## src/rtl/regfile_dump.sv

```systemverilog
// rtl/regfile_dump.sv - debug dump of a register-file address range, MSB byte first, to a UART TX
// Freezes CPU reads via Debug_on while it walks the range one register at a time.
module regfile_dump #(
  parameter int NUM_REGS = 32,
  parameter int ADDR_W   = 5,
  parameter int DATA_W   = 32
) (
  input  logic              clk,
  input  logic              rst,
  input  logic              start,
  input  logic [ADDR_W-1:0] first_addr,
  input  logic [ADDR_W-1:0] last_addr,
  output logic              Debug_on,
  output logic [ADDR_W-1:0] read_regDebug,
  input  logic [DATA_W-1:0] out_regDebug,
  output logic [7:0]        tx_data,
  output logic              tx_start,
  input  logic              tx_done,
  output logic              busy,
  output logic              done
);

  localparam int NBYTES = DATA_W / 8;
  localparam int CNT_W  = (NBYTES > 1) ? $clog2(NBYTES) : 1;
  localparam logic [ADDR_W-1:0] MAX_ADDR  = ADDR_W'(NUM_REGS - 1);
  localparam logic [CNT_W-1:0]  LAST_BYTE = CNT_W'(NBYTES - 1);

  typedef enum logic [2:0] {
    S_IDLE,
    S_SETUP,
    S_SEND,
    S_WAIT,
    S_DONE
  } state_t;

  state_t            state;
  state_t            state_nxt;
  logic [ADDR_W-1:0] addr;
  logic [ADDR_W-1:0] last;
  logic [ADDR_W-1:0] last_clamp;
  logic [DATA_W-1:0] shreg;
  logic [CNT_W-1:0]  byte_cnt;
  logic              last_byte;
  logic              range_ok;

  // An out-of-range last address is pulled back to the top register.
  assign last_clamp = ({1'b0, last_addr} > {1'b0, MAX_ADDR}) ? MAX_ADDR : last_addr;
  assign range_ok   = (first_addr <= last_clamp);
  assign last_byte  = (byte_cnt == LAST_BYTE);

  assign busy          = (state != S_IDLE);
  assign Debug_on      = busy;
  assign tx_start      = (state == S_SEND);
  assign done          = (state == S_DONE);
  assign read_regDebug = addr;
  assign tx_data       = shreg[DATA_W-1 -: 8];

  always_ff @(posedge clk or negedge rst) begin
    if (!rst) begin
      state <= S_IDLE;
    end else begin
      state <= state_nxt;
    end
  end

  always_comb begin
    state_nxt = state;
    case (state)
      S_IDLE: begin
        if (start) begin
          state_nxt = range_ok ? S_SETUP : S_DONE;
        end
      end
      S_SETUP: state_nxt = S_SEND;
      S_SEND:  state_nxt = S_WAIT;
      S_WAIT: begin
        if (tx_done) begin
          if (!last_byte) begin
            state_nxt = S_SEND;
          end else if (addr == last) begin
            state_nxt = S_DONE;
          end else begin
            state_nxt = S_SETUP;
          end
        end
      end
      S_DONE:  state_nxt = S_IDLE;
      default: state_nxt = S_IDLE;
    endcase
  end

  // out_regDebug is only trusted at the end of SETUP, after the falling-edge update.
  always_ff @(posedge clk or negedge rst) begin
    if (!rst) begin
      addr     <= '0;
      last     <= '0;
      shreg    <= '0;
      byte_cnt <= '0;
    end else begin
      case (state)
        S_IDLE: begin
          if (start) begin
            addr <= first_addr;
            last <= last_clamp;
          end
        end
        S_SETUP: begin
          shreg    <= out_regDebug;
          byte_cnt <= '0;
        end
        S_WAIT: begin
          if (tx_done) begin
            if (!last_byte) begin
              shreg    <= shreg << 8;
              byte_cnt <= byte_cnt + CNT_W'(1);
            end else if (addr != last) begin
              addr <= addr + ADDR_W'(1);
            end
          end
        end
        default: ;
      endcase
    end
  end

endmodule

```

## config.mk

```make
export PLATFORM = sky130hd
export DESIGN_NAME = regfile_dump
export DESIGN_NICKNAME = d
export VERILOG_FILES = /design/src/rtl/regfile_dump.sv
export SDC_FILE = /design/constraint.sdc
export NUM_CORES = 1
export LEC_CHECK = 0
export CAP_MARGIN = 20
export CORE_MARGIN = 5
export CORE_UTILIZATION = 50
export DETAILED_ROUTE_END_ITERATION = 10
export GPL_TIMING_DRIVEN = 0
export PLACE_DENSITY_LB_ADDON = 0.25
export REMOVE_ABC_BUFFERS = 1
export SLEW_MARGIN = 20
export SYNTH_ARGS = -nofsm -noshare
export SYNTH_HDL_FRONTEND = slang
export SYNTH_SLANG_ARGS = --single-unit
```

## constraint.sdc

```tcl
create_clock -name clk -period 3.85 [get_ports clk]
set_input_delay 0.385 -clock clk [delete_from_list [all_inputs] [get_ports clk]]
set_output_delay 0.385 -clock clk [all_outputs]
set_load 0.02 [all_outputs]
```

==> results of run 1 <==
[metal layers]
metal,track usage (%),vias up
li1,-,1051
met1,23.4,995
met2,31.6,62
met3,4.32,4
met4,6.59,0
met5,0,-
[placed cells by master, fill, tap and decap left out, types with 5 or more instances in the layout]
cell type	count
a31oi_1	26
nand2_1	58
xnor2_1	5
clkdlybuf4s50_1	61
clkbuf_8	6
dfrtp_1	47
ha_1	7
inv_1	11
nand3_1	9
mux2_2	5
nor2_1	27
a22o_1	8
[worst max path at each step]
stage                           start          endpoint  slack, ns  cells past startpoint
after floorplan           byte_cnt[0]         shreg[10]       0.92                      4
after global placement        tx_done          shreg[9]      -0.07                      4
after detailed placement        start  read_regDebug[2]       1.67                      5
after CTS                    state[1]          Debug_on       1.62                      3
after global routing         state[1]          Debug_on       1.50                      3
final                        state[1]          Debug_on       1.65                      3
[layout make-up]
cell class              count  area [um^2]  area share (%)
clock inverters             2         16.3           0.504
well taps                  67         83.8            2.60
flip-flops and latches     47         1180            36.4
clock buffers               6         82.6            2.56
inverters                  11         41.3            1.28
multi-input cells         194         1150            35.8
repair buffers             65          674            20.9
[state kept, by name (all words and copies together) (netlist names)]
name and cells:
read_regDebug 5, last 5, shreg 32, byte_cnt 2, state 3
[per-stage QoR]
step	utilization [%]	total power [mW]	hold WS [ns]	std cells	setup TNS (ns)
final	67.0	2.17	0.0579	392	0
after global routing	67.0	2.34	0.0918	392	0
after CTS	67.0	2.19	0.0591	392	0
after detailed placement	65.0	1.87	0.401	384	0
after global placement	63.6	1.80	0.455	381	-1.08
after floorplan	-	1.47	0.0894	252	0
[critical path: stages, from the launching register on]
cell	delay, ns
dfrtp_1	0.53
nor3_1	0.33
inv_1	0.10
clkdlybuf4s50_1	0.56
[power by group]
group          total [mW]  leakage (nW)  internal, mW  switching (mW)
Sequential          0.842         0.560         0.695           0.147
Combinational        1.01         0.748         0.446           0.561
Clock               0.317        0.0474         0.147           0.171
Total                2.17          1.36          1.29           0.878
[kinds of logic (layout without fill, tap and decap cells)]
family	after synthesis	count (layout)	share of synthesized area [%]
AND/OR/NAND/NOR	115	115	20.2
AO/OA/AOI/OAI	60	60	17.1
XOR/XNOR	5	5	1.74
buffers and inverters	39	84	7.71
adder cells (fa/ha/maj)	7	7	3.48
flip-flops	47	47	46.8
multiplexers	7	7	3.04
==> results.yml, run 1 <==
synth:
  syn_area_per_cell_um2: 8.98
  synth_async_sr_flop_share_pct: 100
  ys_seq_area_share_pct: 46.8
  synth-edff-count: 0
  ys.warnings.count: 0
  synth_area_leaders: "dfrtp_1 47%, nand2_1 8.7%, a31oi_1 6.5%"
  ys.flop_type: "dfrtp_1"
  synthCells: 280
  yosysMostFrequentCell: "nand2_1"
  synth_common_cells: "58 x nand2_1, 47 x dfrtp_1, 27 x nor2_1"
  post-synth-top-area-cell: "dfrtp_1"
  synth-seq-cells: 47
  synth_area_mm2: 0.00251
  netlist.area_leader.share_pct: 46.8
  synthDistinctLibCells: 41
floorplan:
  core_mm2: 0.00482
  ios: 63
  dieHeight_um: 80.9
  die_w_um: 80.9
  start_util_pct: 52.2
  rows: 25
  die_area_mm2: 0.00655
worst_setup_path:
  worstPathRequired_ns: 3.46
  startpoint_type: "register"
  reg2reg_to: "read_regDebug[4]"
  r2r_cells: 4
  reg2reg_slack_ns: 1.90
  arrival_ns: 1.82
  crit_path_max_fanout: 12
  worst_setup_path_end_kind: "output port"
  reg2reg_from: "state[1]"
  worstSetupPathType: "register to output port"
power_and_ir_drop:
  ir_worst_vdd_mv: 0.357
  p_per_area_mw_per_mm2: 671
  p_leak_nw: 1.36
clock_tree:
  clkTransAtPathRegs_ns: 0.09
  cts_max_level: 2
  cts_tree: "done"
  cts.repair.resized: 0
  cts-root-buf: "clkbuf_8"
  postCtsHoldBufs: 0
  cts_made_buffers: 5
  clock_path_buffers: 2
  numClockSinks: 47
  post_cts_buffers: 0
  worstSkewPairLatency_ns: 0.30
sta:
  hold_violations: 0
  rsz0062_at_grt: "false"
  finalCritPeriodShare_pct: 57.3
  skew_ns: 0.0158
  setup_viol_count_final: 0
  worst_pin_slew_ns: 0.672
  max_freq_ghz: 0.454
  post-route-worst-setup-slack_ns: 1.65
  maxSlewViolCount: 0
  fin_crit_ns: 2.20
  max_slew_margin_pct: 55.2
routing:
  wl_met3_um: 272
  wl_per_cell_um: 14.4
  wl_met2_mm: 2.75
  vias: 2112
  antenna_left: 0
  drt-total-wl_mm: 5.63
  drc: 0
  dr.max_layer_used: "met4"
  dr.pass1.iters: 4
  wl_met1_mm: 2.57
  viasPerCell: 5.39
  drtIter0Drc: 111
run:
  drv_cap: 0
grt:
  grt_usage_pct: 18.7
  grt_pass1_wl_mm: 9.51
  grt_overflow: 0
  grt_antenna_before_repair: 0
  grt_max_degree: 37
  grt_pass1_vias: 2174
finish:
  n_fill_cell: 426
  n_antenna_cell: 0
  drive_above_1_share_pct: 7.38
  final_cell_area_mm2: 0.00323
  synthToLayoutAreaGrowth_pct: 28.5
  nets: 377
place:
  gp_congestion: 0.775
  portBuffers: 62
  placed_area_mm2: 0.00313
  dp_slack_ns: 1.67
  hpwl_mm: 4.09
min_path:
  hp-class: "primary input to asynchronous set/reset pin"
status:
  status: "completed"
No activity file was read; power rests on OpenSTA's default activity.
==> run 2, diff against run 1 <==
--- a/config.mk
+++ b/config.mk
@@ -7,7 +7,7 @@
 export LEC_CHECK = 0
 export CAP_MARGIN = 20
 export CORE_MARGIN = 5
-export CORE_UTILIZATION = 50
+export CORE_UTILIZATION = 49
 export DETAILED_ROUTE_END_ITERATION = 10
 export GPL_TIMING_DRIVEN = 0
 export PLACE_DENSITY_LB_ADDON = 0.25
==> constraint.sdc (replaced) <==
create_clock -name clk -period 2.1 [get_ports clk]
set_input_delay 0.21 -clock clk [delete_from_list [all_inputs] [get_ports clk]]
set_output_delay 0.21 -clock clk [all_outputs]
set_load 0.02 [all_outputs]
==> results.yml, run 2 (same netlist as run 1, synthesis figures left out) <==
status:
  status: "completed"
finish:
  nets: 378
  n_fill_cell: 444
  largest_reg_flops: 32
  largest-register: "shreg"
  final_cell_mix: "61 x clkdlybuf4s50_1, 58 x nand2_1, 47 x dfrtp_1"
  layout_commonest_cell: "clkdlybuf4s50_1"
  drive_above_1_share_pct: 7.67
  n_antenna_cell: 0
  synthToLayoutAreaGrowth_pct: 30.1
floorplan:
  die_area_mm2: 0.00666
  dieHeight_um: 81.6
  start_util_pct: 49.9
  ios: 63
  rows: 26
  die_w_um: 81.6
  core_mm2: 0.00504
place:
  hpwl_mm: 4.06
  gp_congestion: 0.781
  portBuffers: 62
  dp_slack_ns: 0.0949
clock_tree:
  cts_max_level: 2
  numClockSinks: 47
  cts_tree: "done"
  cts-root-buf: "clkbuf_8"
  clkTransAtPathRegs_ns: 0.09
  worstSkewPairLatency_ns: 0.30
  clock_path_buffers: 2
  cts_made_buffers: 5
power_and_ir_drop:
  ir_worst_vdd_mv: 0.562
  p_per_area_mw_per_mm2: 1240
  p_leak_nw: 1.37
  finalPower_mw: 4.06
routing:
  drtIter0Drc: 76
  viasPerCell: 5.25
  drc: 0
  wl_per_cell_um: 14.1
  vias: 2080
  antenna_left: 0
  drt-total-wl_mm: 5.58
  dr.pass1.iters: 4
grt:
  grt_overflow: 0
  met2_usage_pct: 31.8
  grt_antenna_before_repair: 0
  gr-usage-met1_pct: 23.0
  grt_pass1_wl_mm: 9.43
  use_met3_pct: 3.62
  grt_max_degree: 37
  grt_usage_pct: 18.2
  grt_pass1_vias: 2089
  top_usage_layer: "met2"
run:
  drv_cap: 0
sta:
  hold_violations: 0
  max_freq_ghz: 0.504
  maxSlewViolCount: 0
  worst_pin_slew_ns: 0.682
  finalCritPeriodShare_pct: 94.5
  skew_ns: 0.00575
  post-route-worst-setup-slack_ns: 0.115
  fin_crit_ns: 1.98
  setup_viol_count_final: 0
  max_slew_margin_pct: 54.6
worst_setup_path:
  arrival_ns: 1.77
  worst_setup_path_end_kind: "output port"
  worstSetupPathType: "register to output port"
  reg2reg_slack_ns: 0.18
  r2r_cells: 4
  worstPathRequired_ns: 1.89
  startpoint_type: "register"
  slowest_delay_ns: 0.61
  crit_path_cell_trace: "nand2b_1 > nor2_1 > clkdlybuf4s50_1"
  crit_path_max_fanout: 12
  crit_slowest_cell: "clkdlybuf4s50_1"
min_path:
  hold_depth: 3
  hp-class: "primary input to register"
[run 2: cell types whose count changed in the layout (fill, tap and decap cells not counted)]
cell | previous run | this run
buf_12 | 1 | 0
buf_16 | 1 | 2
clkinvlp_4 | 1 | 0
clkinv_2 | 0 | 1
bufinv_16 | 0 | 1
nor3_2 | 0 | 1
nor3_1 | 2 | 1
clkbuf_8 | 6 | 5
dlygate4sd3_1 | 0 | 1
[run 2: worst paths after layout]
kind,endpoint,start
worst max-delay path,tx_start,state[1]
worst min-delay path,shreg[21],out_regDebug[21]
worst max register to register,read_regDebug[4],state[1]
worst min register to register,byte_cnt[1],byte_cnt[1]
max in group asynchronous,shreg[11],rst
min in group asynchronous,shreg[29],rst
[run 2: cell type report]
class	count	area (um^2)	area share, %
well taps	70	87.6	2.68
clock inverters	3	43.8	1.34
flip-flops and latches	47	1180	36.0
multi-input cells	194	1160	35.5
clock buffers	5	68.8	2.10
repair buffers	66	692	21.2
inverters	11	41.3	1.26
[run 2: routing by layer]
| layer | wire length [um] | part of all wire [%] |
|---|---|---|
| met1 | 2500 | 45 |
| met2 | 2710 | 49 |
| met3 | 299 | 5.4 |
| met4 | 63 | 1.1 |
| met5 | 0 | 0 |
[run 2: stage by stage]
step | setup TNS (ns) | cell area (um^2) | hold slack, ns | instances | util, %
after floorplan | -21.60 | 2360 | -0.0856 | 252 | -
after global placement | -67.88 | 3070 | 0.454 | 384 | 60.9
after detailed placement | 0 | 3140 | 0.273 | 387 | 62.3
after CTS | 0 | 3260 | 0.461 | 396 | 64.7
after global routing | -0.00245 | 3270 | 0.466 | 396 | 64.8
final | 0 | 3270 | 0.462 | 396 | 64.8
[run 2: critical path, delay by kind of cell, from the launching register on]
family / cells / cell delay, ns
buffers and inverters: 1 / 0.61
flip-flops: 1 / 0.59
AND/OR/NAND/NOR: 2 / 0.27
[run 2: timing repair]
| action | CTS | global route |
|---|---|---|
| resized for setup | 0 | 1 |
| hold buffers | 1 | 0 |
| endpoints found under the hold margin | 25 | 0 |
| setup buffers | 0 | 0 |
| endpoints found under the setup margin | 0 | 2 |
[run 2: power breakdown]
part / switching (mW) / internal [mW] / total, mW / leakage (nW)
logic: 1.03 / 0.823 / 1.85 / 0.756
clock network: 0.310 / 0.355 / 0.664 / 0.0581
registers: 0.270 / 1.27 / 1.54 / 0.560
==> run 3, diff against run 2 <==
--- a/config.mk
+++ b/config.mk
@@ -7,7 +7,7 @@
 export LEC_CHECK = 0
 export CAP_MARGIN = 20
 export CORE_MARGIN = 5
-export CORE_UTILIZATION = 49
+export CORE_UTILIZATION = 40
 export DETAILED_ROUTE_END_ITERATION = 10
 export GPL_TIMING_DRIVEN = 0
 export PLACE_DENSITY_LB_ADDON = 0.25
@@ -16,3 +16,4 @@
 export SYNTH_ARGS = -nofsm -noshare
 export SYNTH_HDL_FRONTEND = slang
 export SYNTH_SLANG_ARGS = --single-unit
+export TNS_END_PERCENT = 30
==> results.yml, run 3 (same netlist as run 1, synthesis figures left out) <==
status:
  status: "completed"
clock_tree:
  numClockSinks: 47
  worstSkewPairLatency_ns: 0.30
  cts_max_level: 2
  clkTransAtPathRegs_ns: 0.09
  cts_tree: "done"
  clock_path_buffers: 2
  cts-root-buf: "clkbuf_8"
  cts_made_buffers: 5
  post_cts_buffers: 0
routing:
  drtIter0Drc: 79
  viasPerCell: 5.20
  wl_per_cell_um: 14.3
  dr.pass1.iters: 4
  drc: 0
  drt-total-wl_mm: 5.72
  vias: 2086
  antenna_left: 0
min_path:
  hp-class: "primary input to asynchronous set/reset pin"
sta:
  hold_violations: 0
  maxSlewViolCount: 0
  holdWs_ns: 0.386
  max_freq_ghz: 0.506
  fin_crit_ns: 1.98
  setup_viol_count_final: 0
  worst_pin_slew_ns: 0.675
  skew_ns: 0.00622
  finalCritPeriodShare_pct: 94.1
  max_slew_margin_pct: 55.0
finish:
  regArea_mm2: 0.00118
  largest_reg_flops: 32
  drive_above_1_share_pct: 7.67
  n_antenna_cell: 0
  nets: 378
  layout_commonest_cell: "clkdlybuf4s50_1"
  fin_util_pct: 53.9
  n_fill_cell: 559
  final_cell_mix: "61 x clkdlybuf4s50_1, 58 x nand2_1, 46 x dfrtp_1"
  synthToLayoutAreaGrowth_pct: 29.1
  multi_input_area_mm2: 0.00116
  largest-register: "shreg"
grt:
  grt_overflow: 0
  grt_pass1_vias: 2065
  grt_usage_pct: 15.3
  grt_antenna_before_repair: 0
  grt_max_degree: 37
  grt_pass1_wl_mm: 9.56
floorplan:
  die_w_um: 89.3
  core_mm2: 0.00603
  rows: 28
  ios: 63
  die_area_mm2: 0.00797
  start_util_pct: 41.7
  dieHeight_um: 89.3
worst_setup_path:
  crit_cells: 3
  path_buf_inv: 1
  reg2reg_slack_ns: 0.16
  arrival_ns: 1.77
  crit_end: "tx_start"
  cp_top_family: "buffers and inverters"
  crit_slowest_cell: "clkdlybuf4s50_1"
  worst_setup_path_end_kind: "output port"
  r2r_cells: 4
  reg2reg_from: "state[2]"
  crit_path_cell_trace: "nand2b_1 > nor2_1 > clkdlybuf4s50_1"
  slowest_delay_ns: 0.61
  crit_path_max_fanout: 11
  worstPathRequired_ns: 1.89
  startpoint_type: "register"
  cp-startpoint: "state[2]"
  reg2reg_to: "read_regDebug[4]"
  worstSetupPathType: "register to output port"
power_and_ir_drop:
  p_per_area_mw_per_mm2: 1210
  p_leak_nw: 1.36
  ir_worst_vdd_mv: 0.614
place:
  portBuffers: 62
  gp_congestion: 0.818
  hpwl_mm: 4.15
run:
  drv_cap: 0
==> run 3: cell types whose count changed in the layout (fill, tap and decap cells not counted), sizes merged <==
cell / delta
bufinv: -1
clkbuf: +1
clkinv: -1
clkinvlp: +1
==> run 3: worst min path at each step <==
stage | endpoint | slack, ns | cells past startpoint
floorplan | byte_cnt[0] | -0.09 | 0
global placement | byte_cnt[1] | 0.46 | 2
detailed placement | shreg[28] | 0.19 | 1
CTS | shreg[28] | 0.41 | 2
global route | shreg[28] | 0.42 | 2
finish | shreg[28] | 0.39 | 2
==> run 3: through the flow <==
step	instances	setup WS, ns	instance area [um^2]	total power, mW	TNS (ns)
after floorplan	252	-0.833	2360	2.69	-21.60
after global placement	389	-1.68	3080	3.32	-70.25
after detailed placement	392	0.106	3140	3.43	0
after CTS	401	0.0630	3240	3.98	0
after global routing	401	-0.00998	3250	4.28	-0.00998
final	401	0.124	3250	3.93	0
==> run 3: routing by layer <==
layer	global-route usage [%]	share of wire (%)	vias to the layer above
li1	-	-	1056
met1	19.1	45	973
met2	25.8	48	49
met3	3.96	6.3	8
met4	5.01	1.6	0
met5	0	0	-
==> run 3: worst register-to-register path, cell delays in order (launching register included) <==
cell	delay [ns]
dfrtp_1	0.50
nand3b_1	0.53
a2111o_1	0.44
a311o_1	0.27
o211ai_1	0.11
==> run 3: power by group <==
part | leakage, nW | internal (mW) | total, mW | switching [mW]
Combinational | 0.754 | 0.828 | 1.85 | 1.02
Sequential | 0.560 | 1.27 | 1.54 | 0.269
Clock | 0.0412 | 0.233 | 0.539 | 0.306
Total | 1.36 | 2.34 | 3.93 | 1.59
==> run 3: final cells by class <==
cell class | count | share of cell area [%]
Clock buffer | 6 | 2.24
Clock inverter | 2 | 0.386
Inverter | 11 | 1.27
Multi-Input combinational cell | 194 | 35.7
Sequential cell | 47 | 36.3
Tap cell | 75 | 2.89
Timing Repair Buffer | 66 | 21.2
==> run 3: what timing repair did <==
action,in CTS,in global routing
endpoints found under the hold margin,18,0
setup endpoints to repair,0,4
hold buffers,1,0
resized for setup,0,2
